`src/rtl/ellipse_free_circle_mask.sv`:
```
// Streaming circular pixel mask with frame-shadowed config, auto centre, invert and a per-row sqrt bound.
// Optional build macro CIRCLE_MASK_STATS_EN adds pass_count/stats_valid per-frame statistics.
`timescale 1ns/1ps

`ifndef DTYPE_WIDTH
`define DTYPE_WIDTH 8
`endif
`ifndef DTYPE_FRAME_START
`define DTYPE_FRAME_START 8'h01
`endif
`ifndef DTYPE_FRAME_END
`define DTYPE_FRAME_END 8'h02
`endif
`ifndef DTYPE_ROW_START
`define DTYPE_ROW_START 8'h04
`endif
`ifndef DTYPE_ROW_END
`define DTYPE_ROW_END 8'h08
`endif
`ifndef DTYPE_PIXEL_MASK
`define DTYPE_PIXEL_MASK 8'h10
`endif

module ellipse_free_circle_mask #(
   parameter int PIXEL_WIDTH = 10,
   parameter int NUM_CHAN    = 3,
   parameter int DIM_WIDTH   = 12
) (
   input  logic                            clk,
   input  logic                            resetb,
   input  logic                            enable,
   input  logic                            auto_center,
   input  logic                            invert,
   input  logic [DIM_WIDTH-1:0]            center_col,
   input  logic [DIM_WIDTH-1:0]            center_row,
   input  logic [DIM_WIDTH-1:0]            radius,
   input  logic [PIXEL_WIDTH-1:0]          fill,
   input  logic                            dvi,
   input  logic [NUM_CHAN*PIXEL_WIDTH-1:0] datai,
   input  logic [`DTYPE_WIDTH-1:0]         dtypei,
   input  logic [15:0]                     meta_datai,
   output logic                            dvo,
   output logic [NUM_CHAN*PIXEL_WIDTH-1:0] datao,
   output logic [`DTYPE_WIDTH-1:0]         dtypeo,
   output logic [15:0]                     meta_datao,
   output logic                            late_bound
`ifdef CIRCLE_MASK_STATS_EN
   ,
   output logic [2*DIM_WIDTH-1:0]          pass_count,
   output logic                            stats_valid
`endif
);

   localparam int DW = DIM_WIDTH;
   localparam int SW = DIM_WIDTH + 1;
   localparam int RW = DIM_WIDTH + 2;
   localparam int CW = $clog2(DIM_WIDTH + 1);

   typedef enum logic [1:0] {SQ_IDLE, SQ_CALC, SQ_DONE} sq_state_t;

   function automatic logic signed [SW-1:0] abs_diff(input logic [DW-1:0] a, input logic [DW-1:0] b);
      logic signed [SW-1:0] d;
      d = $signed({1'b0, a}) - $signed({1'b0, b});
      return (d < 0) ? -d : d;
   endfunction

   // Stage p0: beat decode, shadows, counters, row bound
   logic frame_start_p0, frame_end_p0, row_start_p0, row_end_p0, pix_p0;
   assign frame_start_p0 = dvi && (dtypei == `DTYPE_FRAME_START);
   assign frame_end_p0   = dvi && (dtypei == `DTYPE_FRAME_END);
   assign row_start_p0   = dvi && (dtypei == `DTYPE_ROW_START);
   assign row_end_p0     = dvi && (dtypei == `DTYPE_ROW_END);
   assign pix_p0         = dvi && (dtypei == `DTYPE_PIXEL_MASK);

   logic                   en_s, inv_s, full_s;
   logic [DW-1:0]          r_s, cx_s, cy_s;
   logic [PIXEL_WIDTH-1:0] fill_s;
   logic [DW-1:0]          row, col, cols_meas, rows_meas;

   // Centre is frozen at frame start so mid-frame ROW_END updates of cols_meas cannot move it.
   always_ff @(posedge clk or negedge resetb) begin
      if (!resetb) begin
         en_s   <= 1'b0;
         inv_s  <= 1'b0;
         full_s <= 1'b0;
         r_s    <= '0;
         cx_s   <= '0;
         cy_s   <= '0;
         fill_s <= '0;
      end else if (frame_start_p0) begin
         en_s   <= enable;
         inv_s  <= invert;
         r_s    <= radius;
         fill_s <= fill;
         full_s <= auto_center && ((cols_meas == '0) || (rows_meas == '0));
         cx_s   <= auto_center ? (cols_meas >> 1) : center_col;
         cy_s   <= auto_center ? (rows_meas >> 1) : center_row;
      end
   end

   always_ff @(posedge clk or negedge resetb) begin
      if (!resetb) begin
         row       <= '0;
         col       <= '0;
         cols_meas <= '0;
         rows_meas <= '0;
      end else if (frame_start_p0) begin
         row <= '0;
         col <= '0;
      end else if (pix_p0) begin
         col <= col + 1'b1;
      end else if (row_end_p0) begin
         cols_meas <= col;
         col       <= '0;
         row       <= row + 1'b1;
      end else if (frame_end_p0) begin
         rows_meas <= row;
      end
   end

   logic signed [SW-1:0] dy_p0;
   logic                 row_far_p0;
   logic [DW-1:0]        dy_u_p0;
   logic [2*DW-1:0]      r_sq_p0, dy_sq_p0, s_p0;

   assign dy_p0      = abs_diff(row, cy_s);
   assign row_far_p0 = dy_p0 > $signed({1'b0, r_s});
   assign dy_u_p0    = dy_p0[DW-1:0];
   assign r_sq_p0    = {{DW{1'b0}}, r_s} * {{DW{1'b0}}, r_s};
   assign dy_sq_p0   = {{DW{1'b0}}, dy_u_p0} * {{DW{1'b0}}, dy_u_p0};
   assign s_p0       = r_sq_p0 - dy_sq_p0;

   // Restoring square root: consumes two radicand bits and produces one root bit per CALC cycle
   sq_state_t       sq_state, sq_next;
   logic [CW-1:0]   sq_cnt;
   logic [2*DW-1:0] sq_rad;
   logic [RW-1:0]   sq_rem, sq_rem_nxt;
   logic [DW-1:0]   sq_root, sq_root_nxt, hw;
   logic [RW+1:0]   sq_rem_sh, sq_trial;
   logic            bound_valid, row_out;

   always_ff @(posedge clk or negedge resetb) begin
      if (!resetb) sq_state <= SQ_IDLE;
      else         sq_state <= sq_next;
   end

   always_comb begin
      sq_next = sq_state;
      unique case (sq_state)
         SQ_IDLE: sq_next = SQ_IDLE;
         SQ_CALC: if (sq_cnt == CW'(DW - 1)) sq_next = SQ_DONE;
         SQ_DONE: sq_next = SQ_IDLE;
         default: sq_next = SQ_IDLE;
      endcase
      if (row_start_p0) sq_next = row_far_p0 ? SQ_IDLE : SQ_CALC;
   end

   always_comb begin
      sq_rem_sh = {sq_rem, sq_rad[2*DW-1 -: 2]};
      sq_trial  = {2'b00, sq_root, 2'b01};
      if (sq_rem_sh >= sq_trial) begin
         sq_rem_nxt  = RW'(sq_rem_sh - sq_trial);
         sq_root_nxt = {sq_root[DW-2:0], 1'b1};
      end else begin
         sq_rem_nxt  = sq_rem_sh[RW-1:0];
         sq_root_nxt = {sq_root[DW-2:0], 1'b0};
      end
   end

   always_ff @(posedge clk) begin
      if (row_start_p0) begin
         sq_rad  <= s_p0;
         sq_rem  <= '0;
         sq_root <= '0;
      end else if (sq_state == SQ_CALC) begin
         sq_rad  <= sq_rad << 2;
         sq_rem  <= sq_rem_nxt;
         sq_root <= sq_root_nxt;
      end
   end

   always_ff @(posedge clk or negedge resetb) begin
      if (!resetb) begin
         sq_cnt      <= '0;
         bound_valid <= 1'b0;
         row_out     <= 1'b0;
         hw          <= '0;
      end else if (row_start_p0) begin
         sq_cnt      <= '0;
         bound_valid <= 1'b0;
         row_out     <= row_far_p0;
      end else if (sq_state == SQ_CALC) begin
         sq_cnt <= sq_cnt + 1'b1;
      end else if (sq_state == SQ_DONE) begin
         hw          <= sq_root;
         bound_valid <= 1'b1;
      end
   end

   logic signed [SW-1:0] dx_p0;
   logic                 inside_p0, pass_p0, masked_p0, late_set_p0;

   assign dx_p0       = abs_diff(col, cx_s);
   assign inside_p0   = !row_out && bound_valid && (dx_p0 <= $signed({1'b0, hw}));
   assign pass_p0     = full_s || (inside_p0 ^ inv_s);
   assign masked_p0   = pix_p0 && en_s && !pass_p0;
   assign late_set_p0 = pix_p0 && en_s && !full_s && !row_out && !bound_valid;

   // Stage p1: registered outputs
   always_ff @(posedge clk or negedge resetb) begin
      if (!resetb) begin
         dvo        <= 1'b0;
         datao      <= '0;
         dtypeo     <= '0;
         meta_datao <= '0;
         late_bound <= 1'b0;
      end else begin
         dvo        <= dvi;
         datao      <= masked_p0 ? {NUM_CHAN{fill_s}} : datai;
         dtypeo     <= dtypei;
         meta_datao <= meta_datai;
         if (frame_start_p0)   late_bound <= 1'b0;
         else if (late_set_p0) late_bound <= 1'b1;
      end
   end

`ifdef CIRCLE_MASK_STATS_EN
   logic [2*DW-1:0] pass_acc;

   always_ff @(posedge clk or negedge resetb) begin
      if (!resetb) begin
         pass_acc    <= '0;
         pass_count  <= '0;
         stats_valid <= 1'b0;
      end else begin
         stats_valid <= frame_end_p0;
         if (frame_start_p0)            pass_acc <= '0;
         else if (pix_p0 && !masked_p0) pass_acc <= pass_acc + 1'b1;
         if (frame_end_p0)              pass_count <= pass_acc;
      end
   end
`endif

endmodule

```
`config.mk`:
```
export PLATFORM = sky130hd
export DESIGN_NAME = ellipse_free_circle_mask
export DESIGN_NICKNAME = d
export VERILOG_FILES = /design/src/rtl/ellipse_free_circle_mask.sv
export SDC_FILE = /design/constraint.sdc
export NUM_CORES = 1
export LEC_CHECK = 0
export CAP_MARGIN = 5
export CORE_MARGIN = 10
export CORE_UTILIZATION = 30
export CTS_CLUSTER_SIZE = 24
export DETAILED_ROUTE_END_ITERATION = 8
export PLACE_DENSITY = 0.51
export SLEW_MARGIN = 20
export SYNTH_ARGS = -nofsm -noshare
export SYNTH_HDL_FRONTEND = slang
export SYNTH_SLANG_ARGS = --single-unit
```
`constraint.sdc`:
```
create_clock -name clk -period 16.12 [get_ports clk]
set_input_delay 2.418 -clock clk [delete_from_list [all_inputs] [get_ports clk]]
set_output_delay 2.418 -clock clk [all_outputs]
set_load 0.02 [all_outputs]
```
# Word level (Yosys, flattened, before mapping)
# Cells that the tools add are included.
dict set report word_totals {
  latchBits 0
  ramBits 0
  word_cells 114
  register_bits 223
  in_bits 106
  rom_bits 0
  output_inout_bits 56
  memories 0
}
dict set report op_classes {
  bitwise 6
  shifts 0
  n_addsub 9
  div_mod_pow 0
  n_reduce_logical 31
  mul 2
  magnitude_cmp 5
  eq_ne 11
  n_mux 26
}
# op n
set op_table {}
lappend op_table {{$mux 12} 8}
lappend op_table {{$mul 12x12->24} 2}
lappend op_table {{$mux 24} 2}
lappend op_table {{$mux 30} 1}
lappend op_table {{$lt 13x1->1 const B} 2}
lappend op_table {{$mux 13} 2}
lappend op_table {{$neg 13->13} 2}
lappend op_table {{$sub 12x12->13} 2}
lappend op_table {{$add 12x1->12 const B} 2}
lappend op_table {{$logic_not 12->1} 2}
lappend op_table {{$sub 24x24->24} 1}
lappend op_table {{$ge 16x14->1} 1}
lappend op_table {{$mux 14} 1}
lappend op_table {{$sub 14x14->14} 1}
lappend op_table {{$gt 13x13->1} 1}
lappend op_table {{$le 13x13->1} 1}
lappend op_table {{$logic_and 1x1->1} 13}
lappend op_table {{$eq 8x1->1 const B} 1}
lappend op_table {{$eq 8x2->1 const B} 1}
lappend op_table {{$eq 8x3->1 const B} 1}
lappend op_table {{$eq 8x4->1 const B} 1}
lappend op_table {{$eq 8x5->1 const B} 1}
lappend op_table {{$mux 4} 2}
lappend op_table {{$reduce_bool 2->1} 4}
lappend op_table {{other kinds (16)} 35}

# Depth between registers and ports, before layout
# Gate-level depths: netlist of run 1.
dict set report logic_depth {
  depth_word 10
  depth_mapped 38
  depth_no_buf 37
}

# Worst setup path after synthesis of run 1
# Ideal clock, no wire load.
dict set report synth_timing {
  path_kind {register to register}
  from {register row[0]}
  to {register sq_rad[23] (data pin)}
  t_required_ns 15.856
  n_path_buf 0
  setup_slack_ns 7.231
  stages_incl_launch_ff 34
  arrival_ns 8.625
  setup_ns 0.264
  cell_sequence {dfrtp_1 -> inv_1 -> ha_1 -> fa_1 -> nor2b_1 -> o21a_1 -> nor2_1 -> xnor2_1 -> or3_1 -> o31ai_1 -> xor2_1 -> nand2_1 -> fa_1 -> inv_1 -> fa_1 -> fa_1 -> inv_1 -> fa_1 -> fa_1 -> fa_1 -> inv_1 -> fa_1 -> inv_1 -> ha_1 -> and3_1 -> a21oi_1 -> o21ai_0 -> o211a_1 -> nor2_1 -> nor2b_1 -> o21a_1 -> o41a_1 -> xnor3_1 -> o21ai_0}
}
dict set report synth_between {
  elab_chain_cells 6
  elab_cells_between_ends 7
}
# element line
set synth_rtl {}
lappend synth_rtl {{start: declaration} 78} ;# logic [DW-1:0] row, col, cols_meas, rows_meas;
lappend synth_rtl {{start signal: assignment} 115} ;# row <= row + 1'b1;
lappend synth_rtl {{$sub 12x12->13 (*)} 63} ;# d = $signed({1'b0, a}) - $signed({1'b0, b});
lappend synth_rtl {{$neg 13->13 / $lt 13x1->1 (equally long branches)} 64} ;# return (d < 0) ? -d : d;
lappend synth_rtl {{$mux 13 (*)} 64}
lappend synth_rtl {{$mul 12x12->24 (*)} 130} ;# assign dy_sq_p0 = {{DW{1'b0}}, dy_u_p0} * {{DW{1'b0}}, dy_u_p0};
lappend synth_rtl {{$sub 24x24->24 (*)} 131} ;# assign s_p0 = r_sq_p0 - dy_sq_p0;
lappend synth_rtl {{$mux 24 (*)} 171} ;# if (row_start_p0) begin
lappend synth_rtl {{end signal: assignment} 172} ;# sq_rad <= s_p0;
lappend synth_rtl {{end signal: assignment} 176} ;# sq_rad <= sq_rad << 2;
lappend synth_rtl {{end: declaration} 136} ;# logic [2*DW-1:0] sq_rad;
# Mark *: on every way between the ends. The rest lies on a longest branch, timed or not.
# A chain may end at the register's enable or synchronous reset.

# Worst setup path after layout of run 1
dict set report layout_timing {
  from {register row[4]}
  to {register sq_rad[23] (data pin)}
}
# The elaborated chain is that of the path after synthesis.

==> results of run 1 <==
-- per-layer routing --
metal	global-route usage [%]	vias to the layer above	part of all wire, %
met5	0	-	0.089
met4	3.77	6	2.8
met3	2.76	78	5.1
met2	22.8	299	47
met1	17.6	7199	45
li1	-	7030	-
-- cell usage in the layout, fill, tap and decap left out, drive strengths merged, types with 7 or more instances in the layout --
cell             n
inv            388
nand2b          15
fa             204
o21bai           7
mux2            43
o21ai          144
clkdlybuf4s50  160
dfxtp           26
xnor2           44
ha             175
nor4            14
a21o            18
mux2i           36
edfxtp          24
clkinv          18
nand3           23
nor3            14
and2             9
xor2            34
dfrtp          173
nor2           152
and3            20
o31ai            8
nor2b           12
clkbuf          40
o21a            12
a21oi           62
or3              7
a31oi           10
a211oi           9
nand2          283
nand4           11
buf              9
-- metrics by stage --
step	cells	cell area, sq um	util, %	hold slack [ns]
final	3129	23200	35.9	0.476
after global routing	3129	23200	35.9	0.495
after CTS	3129	23200	35.9	0.479
after detailed placement	3077	22200	34.3	0.467
after global placement	3077	22200	34.3	0.459
after floorplan	2106	19700	-	0.440
-- kinds of logic (layout without fill, tap and decap cells) --
| logic type | count (synthesis) | count (layout) | synth area share [%] |
|---|---|---|---|
| buffers and inverters | 451 | 619 | 8.73 |
| multiplexers | 79 | 79 | 4.86 |
| AND/OR/NAND/NOR | 585 | 585 | 13.1 |
| XOR/XNOR | 79 | 79 | 3.66 |
| flip-flops | 223 | 223 | 28.3 |
| AO/OA/AOI/OAI | 310 | 310 | 9.49 |
| adder cells (fa/ha/maj) | 379 | 379 | 31.9 |
-- sequential cells by signal, summed over array words and instances (netlist names), 14 cells and up --
signal      flops
sq_rad         24
meta_datao     16
sq_rem         14
datao          30
-- cell type report --
| cell class | instances | area, sq um |
|---|---|---|
| sequential | 223 | 5570 |
| clock inverter | 13 | 210 |
| tap | 855 | 1070 |
| clock buffer | 39 | 802 |
| timing repair buffer | 170 | 1680 |
| inverter | 397 | 1490 |
| fill | 6585 | 41500 |
| multi-input combinational | 1432 | 12400 |
-- worst reg2reg max path, delay by kind of cell, from the launching register on --
family	cells	cell delay, ns
AO/OA/AOI/OAI	10	2.85
XOR/XNOR	2	1.08
adder cells (fa/ha/maj)	9	4.18
buffers and inverters	4	0.48
flip-flops	1	0.42
AND/OR/NAND/NOR	5	0.84
-- final timing paths --
check	end	slack, ns	startpoint	cells after the start
max	sq_rad[23]$_DFFE_PN_	6.00	row[4]$_DFFE_PN0P_	30
min	en_s$_DFFE_PN0P_	0.48	en_s$_DFFE_PN0P_	2
max reg2reg	sq_rad[23]$_DFFE_PN_	6.00	row[4]$_DFFE_PN0P_	30
min reg2reg	en_s$_DFFE_PN0P_	0.48	en_s$_DFFE_PN0P_	2
max in group asynchronous	r_s[9]$_DFFE_PN0P_	12.65	resetb	2
min in group asynchronous	meta_datao[0]$_DFF_PN0_	1.97	resetb	1
==> results.md, run 1 <==
* Post-Syn Area at between 15000 and 20000 sq um
* Post-DP HPWL at roughly 43000 microns
* Area contributors post-synth: dfrtp_1, fa_1, ha_1, inv_1, nand2_1
* Max stage delay on crit path at roughly 0.73 ns
* I/O pins at around 160
* Total Wirelength at between 50000 and 60000 microns
* Crit. End Element: register
* TritonCTS Buffers at 28
* Share of post-route cells with drive strength above 1 at under 10%
* Die height at ~280 microns
* Global-route wire length before repair at about 85000 microns
* DR pass1 iterations at 5
* Worst relative slew slack at 30.6%
* Outcome: completed
* Worst slew pin tran at roughly 1.0 ns
* Number of remaining DRC errors at 0
* Post-CTS Setup Bufs at 0
* All-Layer GR Usage at a little over an eighth
* Setup CP Type: reg -> reg
* Leading area contributor after synthesis: dfrtp_1
* Cells after synthesis at between 2k and 2.5k
* Post-synth EDFFs at 24
* Post-synth top area share at a little over a fifth
* DRT iter0 DRCs at 779
* Core ar. at 64700 sq um
* Worst skew pair latency at about 0.60 ns
* Largest net degree at the start of global routing at around 120
* Buffers on Ports at around 160
* Die area at between 70000 and 80000 sq um
* Vias per Instance at about 4.7
* Hold Crit Class: reg -> reg
* Clk sinks at around 220
* CP delay by family, top: adder cells
* CTS clk-pin slew, worst paths at ~0.060 ns
* Via Count at about 15k
* Count leader, synth: inv_1
* Number of global-route vias before repair at ~15k
* Overflow after GRT at 0
* Required time worst endpoint at 16.40 ns
* Post-synth top cells: inv_1, nand2_1, fa_1
* Cts-stage hold buffer count at 0
* Top achievable clock speed at roughly 0.099 GHz
* Ys async rst share at about 78%
* Initial antenna violation count at 3
* Synth cell types at 78
* Global placement routability congestion at around 0.87
* TNS Setup at 0 ns
* Root buffer cell: clkbuf_16
* Initial Utilization at a little under a third
* WL per Instance at between 15 and 20 microns
* Synth Warn # at 0
* H-Tree Depth at 1
* Nets at roughly 2.7k
* Crit path launch type: register
* Max clock buf depth at 3
* Worst endpoint data arrival time at about 10 ns
* Final Hold Viols at 0
* Worst Path Buf+Inv at 4
* Setup WS pre-CTS at between 6 and 7 ns
* Tmin final at 10.12 ns
* RSZ-0062 raised after global routing: false
* Post-CTS sizing at 0
* Period Utilization, post-route at 62.8%
* Diode count at 0
* Chip Width at between 200 and 300 microns
* Seq/Total Area, Yosys at between 20% and 30%
* P&R area growth vs syn at 18.0%
* Final Skew at between 0.04 and 0.05 ns
* Num rows at 93
* CTS tree: built
* Max_cap viols at 0
* Routed Antenna Nets at 0
* Slowest CP cell: xor2_1
* Most frequent CP cell: fa_1
* # setup viols final at 0
* CP max FO at 10
* Final WS setup at 6.00 ns
* Top FF cell, synth: dfrtp_1
* Average size of a mapped cell at 9.35 sq um
* Syn Nets at 2591
* Final Max Slew Viols at 0
* Yosys reg bits at between 200 and 250
Power of run 1 is left out: the tool's default activity adds up to more than one toggle a clock period on the data nets, which glitch-free logic cannot reach.
==> inputs of run 2 (changes only) <==
Settings changed: PLACE_DENSITY 0.51 to 0.52.
Clock period 16.12 ns to 9.1 ns, I/O delays scaled along.
==> run 2 against run 1 <==
Net effect:
- critical path depth grew 4
- cell area increased by 3.6%
- sequential cell count did not move
- setup slack lost 5.7 ns
==> results.md, run 2 (synthesis gave the netlist of run 1 again) <==
* Largest regs: datao (30), sq_rad (24), meta_datao (16)
* Via Count at roughly 15k
* Die height at approximately 280 microns
* Nets at 2822
* Final Max Slew Viols at 0
* WL per Instance at around 16 microns
* H-Tree Depth at 1
* Placed cell count at around 3.2k
* DR pass1 iterations at 5
* Outcome: completed
* All-Layer GR Usage at between 10% and 20%
* Final core occ at between 30% and 40%
* TritonCTS Buffers at 25
* Initial antenna violation count at 5
* Die area at 76300 sq um
* CTS tree: built
* CTS clk-pin slew, worst paths at 0.06 ns
* Hold Crit Class: reg -> reg
* Required time worst endpoint at approximately 9.4 ns
* Number of global-route vias before repair at roughly 16k
* Most frequent CP cell: fa_1
* P&R area growth vs syn at 22.2%
* Slowest CP cell: fa_1
* Crit path launch type: register
* Largest net degree at the start of global routing at 70
* Post-DP HPWL at about 43000 microns
* Share of post-route cells with drive strength above 1 at 10.8%
* Final WS setup at ~0.29 ns
* Setup CP Type: reg -> reg
* Worst skew pair latency at approximately 0.57 ns
* DRT iter0 DRCs at between 700 and 800
* Worst relative slew slack at roughly a quarter
* Vias per Instance at about 4.6
* I/O pins at approximately 160
* Final Hold Viols at 0
* Routed Antenna Nets at 0
* Max_cap viols at 0
* Clk sinks at 223
* Period Utilization, post-route at around 97%
* Worst endpoint data arrival time at about 9.1 ns
* Non-filler cells, final at between 3k and 4k
* Top reg by flops: datao
* Fillers at roughly 6.6k
* Crit. End Element: register
* Root buffer cell: clkbuf_16
* Worst slew pin tran at 1.10 ns
* Max FFs per register at 30
* CP max FO at 7
* Top achievable clock speed at roughly 0.11 GHz
* Max stage delay on crit path at approximately 0.57 ns
* Global-route wire length before repair at about 85000 microns
* Initial Utilization at around 30%
* Overflow after GRT at 0
* Commonest non-fill, non-tap cells in the layout: inv_1, nand2_1, fa_1, dfrtp_1, ha_1
* Global placement routability congestion at about 0.88
* Total Wirelength at around 53000 microns
* Chip Width at 276 microns
* Multi-input logic area at 12800 sq um
* Tmin final at 8.81 ns
* Setup WS pre-CTS at -0.0745 ns
* Buffers on Ports at 161
* Commonest non-fill, non-tap cell in the layout: inv_1
* TNS Setup at 0 ns
* Num rows at between 90 and 100
* Max clock buf depth at 3
* # setup viols final at 0
* Number of remaining DRC errors at 0
* Final Skew at between 0.02 and 0.025 ns
* Core ar. at 64700 sq um
* Sequential cell area at ~5600 sq um
## run 2: through the flow
step           cell area, sq um  hold WS, ns
6_report                  24100        0.473
5_1_grt                   24100        0.495
4_1_cts                   23700        0.478
3_5_place_dp              22800        0.464
3_3_place_gp              22800        0.457
2_1_floorplan             19700        0.440
## run 2: final timing paths
kind	slack, ns	from	cells after the start	end
hold / removal	0.47	en_s$_DFFE_PN0P_	2	en_s$_DFFE_PN0P_
hold reg to reg	0.47	en_s$_DFFE_PN0P_	2	en_s$_DFFE_PN0P_
setup reg to reg	0.29	cy_s[1]$_DFFE_PN0P_	34	sq_rad[23]$_DFFE_PN_
min in group asynchronous	0.79	resetb	1	datao[15]$_DFF_PN0_
max in group asynchronous	6.37	resetb	3	r_s[5]$_DFFE_PN0P_
setup / recovery	0.29	cy_s[1]$_DFFE_PN0P_	34	sq_rad[23]$_DFFE_PN_
## run 2: what timing repair did
| action | in CTS | in global routing |
|---|---|---|
| hold buffers | 0 | 0 |
| gates cloned | 0 | 1 |
| endpoints found under the setup margin | 1 | 8 |
| resized for setup | 9 | 64 |
| buffers inserted | 3 | 5 |
| pin swaps | 2 | 31 |
## run 2: metal layers
metal	global-route usage, %	up-vias	wire length, microns
li1	-	7210	-
met3	2.93	91	2760
met4	3.38	8	1280
met1	17.5	7335	23900
met2	22.2	274	24600
met5	0	-	43
## run 2: layout make-up
class | count | area share (%)
clock inverters | 7 | 0.249
inverters | 397 | 6.19
multi-input cells | 1432 | 53.0
well taps | 855 | 4.44
flip-flops and latches | 223 | 23.1
diodes | 3 | 0.0312
clock buffers | 38 | 3.22
repair buffers | 258 | 9.74
## run 2: worst max-delay path, delay by kind of cell, from the launching register on
kind / cells / cell delay, ns
DFF: 1 / 0.35
adders and majority gates: 9 / 4.20
buffers and inverters: 7 / 0.68
and+or+nand+nor: 7 / 0.93
AOI/OAI and AO/OA: 9 / 1.86
xor gates and xnor gates: 2 / 0.51
Power of run 2 is left out for the same reason.
==> inputs of run 3 (changes only) <==
Settings changed: RECOVER_POWER set to 25.
==> run 3 against run 2 <==
Net effect:
- via count fell by 0.37%
- cell area hardly changed
- count of clock-buffer cells in the layout is the same
- clock skew about the same
- the flow now finishes with violations (max-capacitance violations, max-slew violations)
- non-clock buffer count is the same
- maximum frequency about the same
- largest cell class unchanged
==> results.md, run 3 (synthesis gave the netlist of run 1 again) <==
* Die height at approximately 280 microns
* Routed Antenna Nets at 0
* Max stage delay on crit path at 0.57 ns
* Global placement routability congestion at 0.876
* Core ar. at 64700 sq um
* Vias per Instance at between 4 and 5
* Top reg by flops: datao
* CTS tree: built
* I/O pins at 162
* Clk sinks at ~220
* Die area at around 76000 sq um
* Hold Path Stages at 2
* Final Skew at ~0.021 ns
* Number of global-route vias before repair at ~16k
* Hold Crit Class: reg -> reg
* CTS clk-pin slew, worst paths at around 0.06 ns
* TNS Setup at 0 ns
* Total Wirelength at between 50000 and 60000 microns
* Overflow after GRT at 0
* Initial antenna violation count at 5
* WL per Instance at between 15 and 20 microns
* Worst skew pair latency at 0.57 ns
* Buffers on Ports at around 160
* TritonCTS Buffers at 25
* Outcome: finished with violations
* P&R area growth vs syn at 22.2%
* Final Max Slew Viols at between 100 and 150
* DR pass1 iterations at 5
* Worst slew pin tran at roughly 3.7 ns
* Root buffer cell: clkbuf_16
* Failing checks: max-capacitance violations, max-slew violations
* DRT iter0 DRCs at just over 700
* Via Count at approximately 15k
* Largest regs: datao (30), sq_rad (24), meta_datao (16)
* Slowest CP cell: fa_1
* Max clock buf depth at 3
* Worst endpoint data arrival time at a little over 9 ns
* All-Layer GR Usage at a little over an eighth
* Most frequent CP cell: fa_1
* Period Utilization, post-route at between 90% and 100%
* Commonest non-fill, non-tap cells in the layout: inv_1, nand2_1, fa_1, dfrtp_1, ha_1
* Final Hold Viols at 0
* Chip Width at approximately 280 microns
* Number of remaining DRC errors at 0
* Num rows at 93
* Setup CP Type: reg -> reg
* # setup viols final at 0
* Crit. End Element: register
* CP max FO at 7
* Share of post-route cells with drive strength above 1 at a little over a tenth
* Nets at 2822
* Max_cap viols at 2
* Post-DP HPWL at 42700 microns
* Worst relative slew slack at -149%
* Required time worst endpoint at roughly 9.4 ns
* H-Tree Depth at 1
* Tmin final at 8.81 ns
* Global-route wire length before repair at ~85000 microns
* Max FFs per register at 30
* FF-to-FF path depth at 34
* Commonest non-fill, non-tap cell in the layout: inv_1
* Largest net degree at the start of global routing at 70
* Top achievable clock speed at between 0.1 and 0.15 GHz
* Initial Utilization at 30.4%
* Crit path launch type: register
==> run 3: changes by cell type in the layout (fill, tap and decap cells not counted) <==
cell | before | now
clkbuf_1 | 4 | 6
buf_4 | 96 | 95
buf_6 | 1 | 0
diode_2 | 3 | 2
dlygate4sd3_1 | 0 | 25
clkdlybuf4s50_1 | 160 | 135
==> run 3: worst max-delay path, delay by kind of cell (launching register included) <==
kind	cells	cell delay [ns]
AND/OR/NAND/NOR	7	0.94
AO/OA/AOI/OAI	9	1.91
buffers and inverters	7	0.69
flip-flops	1	0.35
adder cells (fa/ha/maj)	9	4.13
XOR/XNOR	2	0.51
==> run 3: worst paths after layout <==
kind	slack, ns	start	to
setup / recovery	0.29	cy_s[1]$_DFFE_PN0P_	sq_rad[23]$_DFFE_PN_
hold reg to reg	0.47	en_s$_DFFE_PN0P_	en_s$_DFFE_PN0P_
max in group asynchronous	2.40	resetb	r_s[5]$_DFFE_PN0P_
min in group asynchronous	1.88	resetb	fill_s[5]$_DFFE_PN0P_
setup reg to reg	0.29	cy_s[1]$_DFFE_PN0P_	sq_rad[23]$_DFFE_PN_
hold / removal	0.47	en_s$_DFFE_PN0P_	en_s$_DFFE_PN0P_
==> run 3: final cells by class <==
| type | instances | area [sq um] |
|---|---|---|
| fill | 6612 | 40600 |
| multi-input combinational | 1432 | 12800 |
| sequential | 223 | 5570 |
| timing repair buffer | 258 | 2330 |
| inverter | 397 | 1490 |
| tap | 855 | 1070 |
| clock buffer | 38 | 776 |
| clock inverter | 7 | 60.1 |
| antenna | 2 | 5.00 |
==> run 3: per-stage QoR <==
stage                     worst slack, ns  hold slack, ns  instances  utilization (%)  cell area (sq um)
after floorplan                     0.211           0.440       2106                -              19700
after global placement             0.0394           0.457       3156             35.3              22800
after detailed placement          -0.0745           0.464       3156             35.3              22800
after CTS                          0.0106           0.478       3204             36.7              23700
after global routing              -0.0406           0.495       3211             37.2              24100
final                               0.294           0.473       3212             37.2              24100
==> run 3: layer usage <==
layer  part of all wire [%]  GRT usage, %  vias to the layer above
met5                  0.082             0                        -
met4                    2.5          3.38                        8
met3                    5.1          2.93                       90
met2                     47          22.2                      258
met1                     46          17.5                     7297
li1                       -             -                     7210
==> run 3: repair_timing <==
item                                    CTS  global route
buffers inserted                          3             5
pin swaps                                 2            31
cloned                                    0             1
gates resized for setup                   9            64
hold buffers                              0             0
endpoints found under the setup margin    1             8
Power of run 3 is left out for the same reason.
